## src/rtl/mem_responder_if.sv

```systemverilog
// Request/response bundle between the CPU memory controller (master) and mem_responder (slave).
`timescale 1ns/1ps
interface mem_responder_if;
    logic        req_valid;
    logic        req_write;
    logic        req_ifetch;
    logic [15:0] req_addr;
    logic [15:0] req_wdata;
    logic        req_ready;
    logic        rsp_valid;
    logic [15:0] rsp_rdata;
    logic        rsp_err;

    modport master (
        output req_valid, req_write, req_ifetch, req_addr, req_wdata,
        input  req_ready, rsp_valid, rsp_rdata, rsp_err
    );

    modport slave (
        input  req_valid, req_write, req_ifetch, req_addr, req_wdata,
        output req_ready, rsp_valid, rsp_rdata, rsp_err
    );
endinterface

```

## src/rtl/mem_responder.sv

```systemverilog
// Single-outstanding word memory responder with programmable wait states.
// Optional build macro MEM_WPROT_EN write-protects words below PROT_LIMIT for data writes.
`timescale 1ns/1ps
module mem_responder #(
    parameter int DEPTH       = 256,
    parameter int WAIT_CYCLES = 1,
    parameter int PROT_LIMIT  = 64
) (
    input  logic            CLK,
    input  logic            Reset,
    mem_responder_if.slave  bus
);
    localparam int         AW        = (DEPTH > 1) ? $clog2(DEPTH) : 1;
    localparam logic [3:0] WAIT_INIT = (WAIT_CYCLES == 0) ? 4'd0 : 4'(WAIT_CYCLES - 1);
    localparam logic [16:0] DEPTH_L  = 17'(DEPTH);
    localparam logic [16:0] PROT_L   = 17'(PROT_LIMIT);
`ifdef MEM_WPROT_EN
    localparam bit WPROT_EN = 1'b1;
`else
    localparam bit WPROT_EN = 1'b0;
`endif

    localparam logic [1:0] S_IDLE   = 2'd0;
    localparam logic [1:0] S_WAIT   = 2'd1;
    localparam logic [1:0] S_ACCESS = 2'd2;
    localparam logic [1:0] S_RESP   = 2'd3;

    logic [15:0] mem [DEPTH];

    logic [1:0]  state_q, state_d;
    logic [3:0]  cnt_q, cnt_d;
    logic        wr_q, wr_d;
    logic        ife_q, ife_d;
    logic [15:0] addr_q, addr_d;
    logic [15:0] wdata_q, wdata_d;
    logic        ready_q, ready_d;
    logic        valid_q, valid_d;
    logic [15:0] rdata_q, rdata_d;
    logic        err_q, err_d;

    logic        oob, prot_hit, bad_req, mem_we;
    logic [15:0] mem_rd;

    // Ifetch writes are rejected the same way as out-of-range addresses.
    assign oob      = ({1'b0, addr_q} >= DEPTH_L) || (wr_q && ife_q);
    assign prot_hit = WPROT_EN && wr_q && !ife_q && ({1'b0, addr_q} < PROT_L);
    assign bad_req  = oob || prot_hit;
    assign mem_rd   = mem[addr_q[AW-1:0]];

    always_comb begin
        state_d = state_q;
        cnt_d   = cnt_q;
        wr_d    = wr_q;
        ife_d   = ife_q;
        addr_d  = addr_q;
        wdata_d = wdata_q;
        ready_d = ready_q;
        valid_d = 1'b0;
        rdata_d = rdata_q;
        err_d   = err_q;
        mem_we  = 1'b0;
        case (state_q)
            S_IDLE: begin
                if (bus.req_valid) begin
                    wr_d    = bus.req_write;
                    ife_d   = bus.req_ifetch;
                    addr_d  = bus.req_addr;
                    wdata_d = bus.req_wdata;
                    ready_d = 1'b0;
                    if (WAIT_CYCLES == 0) begin
                        state_d = S_ACCESS;
                    end else begin
                        state_d = S_WAIT;
                        cnt_d   = WAIT_INIT;
                    end
                end
            end
            S_WAIT: begin
                if (cnt_q == 4'd0) state_d = S_ACCESS;
                else               cnt_d   = cnt_q - 4'd1;
            end
            S_ACCESS: begin
                // Response is registered here so rsp_valid is high during RESP.
                err_d   = bad_req;
                rdata_d = (bad_req || wr_q) ? 16'h0000 : mem_rd;
                mem_we  = wr_q && !bad_req;
                valid_d = 1'b1;
                state_d = S_RESP;
            end
            default: begin
                ready_d = 1'b1;
                state_d = S_IDLE;
            end
        endcase
    end

    always_ff @(posedge CLK or posedge Reset) begin
        if (Reset) begin
            state_q <= S_IDLE;
            cnt_q   <= 4'd0;
            wr_q    <= 1'b0;
            ife_q   <= 1'b0;
            addr_q  <= 16'h0000;
            wdata_q <= 16'h0000;
            ready_q <= 1'b1;
            valid_q <= 1'b0;
            rdata_q <= 16'h0000;
            err_q   <= 1'b0;
        end else begin
            state_q <= state_d;
            cnt_q   <= cnt_d;
            wr_q    <= wr_d;
            ife_q   <= ife_d;
            addr_q  <= addr_d;
            wdata_q <= wdata_d;
            ready_q <= ready_d;
            valid_q <= valid_d;
            rdata_q <= rdata_d;
            err_q   <= err_d;
        end
    end

    // Array is never cleared; mem_we is already dead once Reset forces IDLE.
    always_ff @(posedge CLK) begin
        if (mem_we) mem[addr_q[AW-1:0]] <= wdata_q;
    end

    assign bus.req_ready = ready_q;
    assign bus.rsp_valid = valid_q;
    assign bus.rsp_rdata = rdata_q;
    assign bus.rsp_err   = err_q;
endmodule
```

## src/flat_wrapper.sv

```systemverilog
// flat-port wrapper written by rule: the top's interface ports become plain ports
module mem_responder_flat 
#(
    parameter int DEPTH       = 256,
    parameter int WAIT_CYCLES = 1,
    parameter int PROT_LIMIT  = 64
)
  (CLK, Reset, bus_req_valid, bus_req_write, bus_req_ifetch, bus_req_addr, bus_req_wdata, bus_req_ready, bus_rsp_valid, bus_rsp_rdata, bus_rsp_err);
  mem_responder_if bus_i ();
  input  logic CLK;
  input  logic Reset;
  input wire logic [$bits(bus_i.req_valid)-1:0] bus_req_valid;
  input wire logic [$bits(bus_i.req_write)-1:0] bus_req_write;
  input wire logic [$bits(bus_i.req_ifetch)-1:0] bus_req_ifetch;
  input wire logic [$bits(bus_i.req_addr)-1:0] bus_req_addr;
  input wire logic [$bits(bus_i.req_wdata)-1:0] bus_req_wdata;
  output wire logic [$bits(bus_i.req_ready)-1:0] bus_req_ready;
  output wire logic [$bits(bus_i.rsp_valid)-1:0] bus_rsp_valid;
  output wire logic [$bits(bus_i.rsp_rdata)-1:0] bus_rsp_rdata;
  output wire logic [$bits(bus_i.rsp_err)-1:0] bus_rsp_err;
  assign bus_i.req_valid = bus_req_valid;
  assign bus_i.req_write = bus_req_write;
  assign bus_i.req_ifetch = bus_req_ifetch;
  assign bus_i.req_addr = bus_req_addr;
  assign bus_i.req_wdata = bus_req_wdata;
  assign bus_req_ready = bus_i.req_ready;
  assign bus_rsp_valid = bus_i.rsp_valid;
  assign bus_rsp_rdata = bus_i.rsp_rdata;
  assign bus_rsp_err = bus_i.rsp_err;
  mem_responder #(.DEPTH(DEPTH), .WAIT_CYCLES(WAIT_CYCLES), .PROT_LIMIT(PROT_LIMIT)) u_core (.CLK(CLK), .Reset(Reset), .bus(bus_i));
endmodule
```

## config.mk

```make
export PLATFORM = sky130hd
export DESIGN_NAME = mem_responder_flat
export DESIGN_NICKNAME = d
export VERILOG_FILES = /design/src/rtl/mem_responder_if.sv /design/src/rtl/mem_responder.sv /design/src/flat_wrapper.sv
export SDC_FILE = /design/constraint.sdc
export NUM_CORES = 2
export LEC_CHECK = 0
export CORE_MARGIN = 1
export CORE_UTILIZATION = 39
export DETAILED_ROUTE_END_ITERATION = 12
export GPL_TIMING_DRIVEN = 0
export PLACE_DENSITY = 0.59
export SKIP_CTS_REPAIR_TIMING = 1
export SLEW_MARGIN = 5
export SYNTH_ARGS = -nofsm -noshare
export SYNTH_HDL_FRONTEND = slang
export SYNTH_SLANG_ARGS = --single-unit
```

## constraint.sdc

```tcl
create_clock -name CLK -period 6.5 [get_ports CLK]
set_clock_uncertainty 0.2 [all_clocks]
set_input_delay 1.3 -clock CLK [delete_from_list [all_inputs] [get_ports CLK]]
set_output_delay 1.3 -clock CLK [all_outputs]
set_load 0.02 [all_outputs]
```

== Word-level counts from Yosys, hierarchy flattened ==
Memories as Yosys holds them, arrays and structs flattened.
Index checks and enable logic that the tools add are counted.
Operators by class
  add/sub/neg operators: 1
  magnitude comparators: 1
  equal/unequal tests: 5
  mux-type cells: 13
  bitwise gates (word level): 1
  reductions and logical operators: 13
Operators with widths (count)
  $ge A16 B9 Y1 const B: 1
  $mux W16: 1
  $mux W4: 2
  $pmux W4 S2: 1
  $pmux W2 S3: 1
  $reduce_and A2 Y1: 3
  $mux W1: 5
  $logic_not A4 Y1: 1
  $mux W2: 2
  $ne A2 B2 Y1 const B: 2
  $sub A4 B1 Y4 const B: 1
  $reduce_and A3 Y1: 1
  $eq A2 B1 Y1 const B: 1
  $eq A2 B2 Y1 const B: 1
  $logic_and A1 B1 Y1: 2
  $logic_not A2 Y1: 1
  $logic_or A1 B1 Y1: 2
  $ne A2 B1 Y1 const B: 1
  $pmux W1 S2: 1
  $reduce_bool A2 Y1: 1
  $reduce_or A2 Y1: 1
  $logic_not A1 Y1: 1
  $not A1 Y1: 1
Storage, ports and cells
  register bits: 59
  bits in writable memories: 4096
  output and inout port bits: 19
  word-level logic and storage cells: 45
  memories kept: 1
Memory list
  u_core.mem: words 256, width 16, rd ports 1, clocked after Yosys merged registers in 0, write ports 1, RTL line mem_responder.sv:28  | logic [15:0] mem [DEPTH];

== Logic depth before layout (Yosys ltp) ==
  word-level depth: 7
  mapped depth: 12
  mapped depth without buffers: 9

== Worst setup path before layout ==
OpenSTA, ideal clock, no wires.
  path type: register to register
  start: reg u_core.wdata_q[0]
  end: mem u_core.mem[0][0] (data pin)
  arrival time: 3179 ps
  required time: 5497 ps
  setup slack: 2318 ps
  cell stages (with the launch flop): 1
  clock period less this slack: 4182 ps
  path through: dfrtp_1
RTL lines
  from (decl): RTL line mem_responder.sv:35  | logic [15:0] wdata_q, wdata_d;
  from (signal assigned): RTL line mem_responder.sv:115  | wdata_q <= wdata_d;
  to (decl): RTL line mem_responder.sv:28
No word-level cell before the write port.

== Worst setup path in the final report ==
  start: reg u_core.addr_q[0]
  end: mem u_core.mem[115][8] (enable)
On the way
  cells in the longest elaborated chain, start to end: 7
RTL lines
  from (decl): RTL line mem_responder.sv:34  | logic [15:0] addr_q, addr_d;
  from (signal assigned): RTL line mem_responder.sv:114  | addr_q <= addr_d;
  $ge A16 B9 Y1: RTL line mem_responder.sv:45  | assign oob = ({1'b0, addr_q} >= DEPTH_L) || (wr_q && ife_q);
  $logic_or A1 B1 Y1: RTL line mem_responder.sv:45
  $logic_not A1 Y1: RTL line mem_responder.sv:86  | mem_we = wr_q && !bad_req;
  $logic_and A1 B1 Y1: RTL line mem_responder.sv:86
  $mux W1: RTL line mem_responder.sv:62  | case (state_q)
  $mux W1: RTL line mem_responder.sv:125  | if (mem_we) mem[addr_q[AW-1:0]] <= wdata_q;
  $mux W1 (not written as such): RTL line mem_responder.sv:125
Parallel ways exist; a longest one is shown, timed or not.

==> flow_results.org <==
** Route
- Detail-routed via count per cell :: 5.95
- In the routed design, unresolved DRC markers number 0.
- The detail route stage leaves a number of antenna-violating nets equal to 0.
- For this run, the detailed router's first-pass iteration total came to 6.
- Routed via count :: about 85,000
- The final layout contains routed wiring with a total length of 498,000 um.
- In the final routed layout, each cell accounts on average for 34.7 um.
- The first routing iteration left 12,700 violations.

** Setup path
- STA puts the critical path data required time at roughly 7 ns.
- The setup path with the least slack is of type reg -> reg.
- Of all nets on the critical path, the largest fanout is 13.
- Timing startpoint of the critical path :: u_core.addr_q[0]
- Arrival time at the worst endpoint :: about 7.1 ns
- Type of element launching the critical path :: flop
- CP most frequent cell :: buf_4
- STA classifies the critical path endpoint as a flop.
- Traced cell by cell, the critical path runs through buf_6 -> buf_6 -> buf_4 -> buf_4 -> buf_4 -> buf_4 -> buf_2 -> nand3_2 -> clkbuf_2 -> nor2_2 -> buf_8.
- The worst register-to-register path begins at u_core.addr_q[0].
- For this design, the slowest cell found on the critical path is nand3_2.
- Delay of the slowest cell on the worst path :: 0.93 ns

** Power and ir drop
- Internal portion of total power :: 56.5 mW
- Combinational cells account for between 30% and 40% of the total power.
- VDD sags by at most 0.346 mV.
- Of the total power, the share spent switching nets is 36.0%.
- Post-layout power :: 88.2 mW
- Power density cells :: 470 nW/um^2
- The clock network is responsible for 27.3% of the overall power.
- Leak pwr :: between 50 and 60 nW
- Summed over all nets, the switching power comes to 31.7 mW.
- Per report_power, the sequential group accounts for 39.1% of the total.

** Timing
- RSZ-0062 raised after global routing :: false
- Setup violations remaining at the end of the flow were counted as 270.
- Fmax :: between 0.1 and 0.15 GHz
- Final-report max-slew violation count :: 8
- Across all setup checks in the final design, the least slack found is -0.191 ns.
- Final worst path period share :: 103%
- Setup total negative slack on the finished layout was measured at -12.57 ns.
- The hold violation count in the final report came to 0.
- For the pin with the worst max-slew slack, the measured transition is 1.50 ns.
- Across all hold checks on the routed design, the worst slack comes to 0.315 ns.
- The routed design could run at a clock period as short as roughly 6.7 ns.
- Max-slew headroom at the worst pin :: -0.538%

** Worst hold path
- Worst hold path startpoint :: u_core.bus.rsp_err
- The path class of the tightest hold or removal check is reg -> reg.

** Clock network
- Clock transition at the registers of the reported paths :: ~0.06 ns
- The clock reaches the later pin of the worst-skew pair after 1.00 ns.
- Number of clock sinks seen by CTS :: 4,155
- Counting the buffers created by CTS gives 419.
- Root buffer cell :: clkbuf_16
- Maximum number of buffers from clock root to sink :: 4
- Clock tree from TritonCTS :: yes
- The clock tree synthesis step divided the H-tree into 5 levels.

** Yosys
- In the post-synthesis netlist, the biggest area contributors are edfxtp_1 (77%), mux4_2 (10%), mux2i_1 (2.7%), mux2_2 (2.0%), dfrtp_1 (0.90%).
- When the netlist entered floorplanning its net count stood at around 7,800.
- Number of warnings printed during yosys synthesis :: 0
- Cell with the most instances after synthesis :: edfxtp_1
- Post-Syn Instances :: roughly 7,800
- Async set or reset register ratio after synthesis :: approximately 1.4%
- Share of the synthesized area in the top cell type :: 76.7%
- Mean instance size in the synthesized netlist :: 20.7 sq um
- Number of flops mapped to enable cells by yosys :: a little over 4,000
- FF+latch count, synth :: 4,155
- The number of different library cells used by synthesis comes to 48.
- Netlist Area Pre-Place :: 160,000 sq um
- Most frequent cells after synthesis :: edfxtp_1 (4,096), mux4_2 (726), mux2i_1 (433), nor2_1 (314), mux2_2 (285)
- The largest total area in the synthesized netlist belongs to edfxtp_1.
- Sequential element share of the synthesized area :: between 70 and 80%
- Most used DFF post-synth :: edfxtp_1

** Floorplan
- Die boundary height :: 643 um
- After floorplanning, the core was sized to cover 410,000 sq um.
- Horizontal die dimension :: around 640 um
- Row count :: 235
- The floorplan step defined a die boundary enclosing 414,000 sq um.
- Count of pins on the block boundary :: 56
- Once the floorplan was initialized, standard cells occupied approximately two fifths of the core.

** Place
- Routability-driven placement finished with a final weighted congestion of 0.950.
- Dpl cells :: 13,600
- HPWL reported at the end of detailed placement :: around 350,000 um
- Before CTS, the worst setup slack after placement is -0.419 ns.
- Total of buffers placed on input and output ports :: 55

** Global route
- Maximum number of pins on one net before global-route repair :: 89
- The initial antenna violation count is 46.
- Number of global-route vias before repair :: approximately 84,000
- First-pass GRT wire length :: slightly below 700,000 um
- Summed over all layers, the global routing overflow is 0.
- Across every metal layer, demand over resource in global routing totals 23.6%.

** Final layout
- The finished layout holds 14,400 standard cells, fillers aside.
- Area Overhead vs Synth :: 17.0%
- NumNets Final :: roughly 8,600
- Of the cells placed in the final design, the portion with a size suffix greater than 1 is 27.8%.

** Run status
- Violations in the final reports :: max-capacitance violations, max-slew violations, negative setup slack
- Status :: finished with violations

** Run
- Across the run, the number of max-cap violations was 2.
==> layer usage <==
metal	GRT usage [%]	part of all wire, %
met5	0	0.026
met4	11.1	5.7
met3	4.99	10
met2	37.0	46
met1	31.6	38
==> per-stage QoR <==
stage          area (sq um)  utilization [%]
2_1_floorplan        160000                -
3_3_place_gp         168000             41.0
3_5_place_dp         174000             42.5
4_1_cts              188000             45.8
5_1_grt              188000             45.8
6_report             188000             45.8
==> worst max-delay path: cells and delay by family (launching register included) <==
kind / cells / cell delay (ns)
and+or+nand+nor: 2 / 1.47
buffers and inverters: 9 / 4.07
DFF: 1 / 0.34
==> cell usage in the layout (no fill, tap or decap), drive strengths merged, types with 8 or more instances in the layout <==
master	count
o22ai	188
o221ai	34
a22o	47
clkbuf	732
mux2i	433
nor3b	51
nand3	138
clkinv	180
diode	15
nor2	315
edfxtp	4096
o21ai	50
a22oi	191
a211oi	32
and3	39
nand4	33
o31ai	15
clkdlybuf4s50	55
a311oi	15
bufinv	44
nor4	31
inv	31
clkinvlp	8
o211ai	16
a221oi	79
nor2b	30
and2	8
dfrtp	58
buf	591
a31oi	18
mux4	726
mux2	285
a21oi	149
nand2	158
==> power groups by stage <==
stage                     clock (mW)  sequential (mW)  combinational (mW)
after CTS                       24.3             34.5                29.2
after detailed placement           0             35.0                29.1
final                           24.1             34.5                29.6
after global placement             0             39.8                23.1
after global routing            25.3             34.5                30.1
after floorplan                    0             37.0                12.9
==> cells by family after synthesis <==
logic type	count (synthesis)	synth area share (%)
flip-flops	4155	77.6
AO/OA/AOI/OAI	838	3.59
adder cells (fa/ha/maj)	5	0.0390
buffers and inverters	502	1.49
AND/OR/NAND/NOR	818	2.39
multiplexers	1444	14.9
==> registers in the layout, indices dropped and copies added (netlist names) <==
signal and count:
u_core.bus.rsp_err 1, u_core.bus.rsp_rdata 16, u_core.cnt_q 4, u_core.ife_q 1
u_core.addr_q 16, u_core.wr_q 1, u_core.wdata_q 16, u_core.mem 4096
u_core.bus.rsp_valid 1, u_core.bus.req_ready 1, u_core.state_q 2
==> path summary, 6_finish.rpt <==
check | end | slack (ns) | depth (start not counted)
min in group asynchronous | u_core.wdata_q[0] | 0.42 | 2
min reg2reg | u_core.bus.rsp_err | 0.32 | 2
max in group asynchronous | u_core.addr_q[1] | 4.98 | 3
max reg2reg | u_core.mem[115][8] | -0.19 | 11
max | u_core.mem[115][8] | -0.19 | 11
min | u_core.bus.rsp_err | 0.32 | 2
==> cell type report <==
type                       instances  area (sq um)
buffer                           479          2310
timing repair buffer             373          5850
sequential                      4155        125000
fill                           33900        222000
clock buffer                     526         11100
inverter                          23          88.8
antenna                           15          37.5
multi-input combinational       3105         34500
clock inverter                   240          2490
tap                             5451          6820
(Power assumes the default switching activity.)
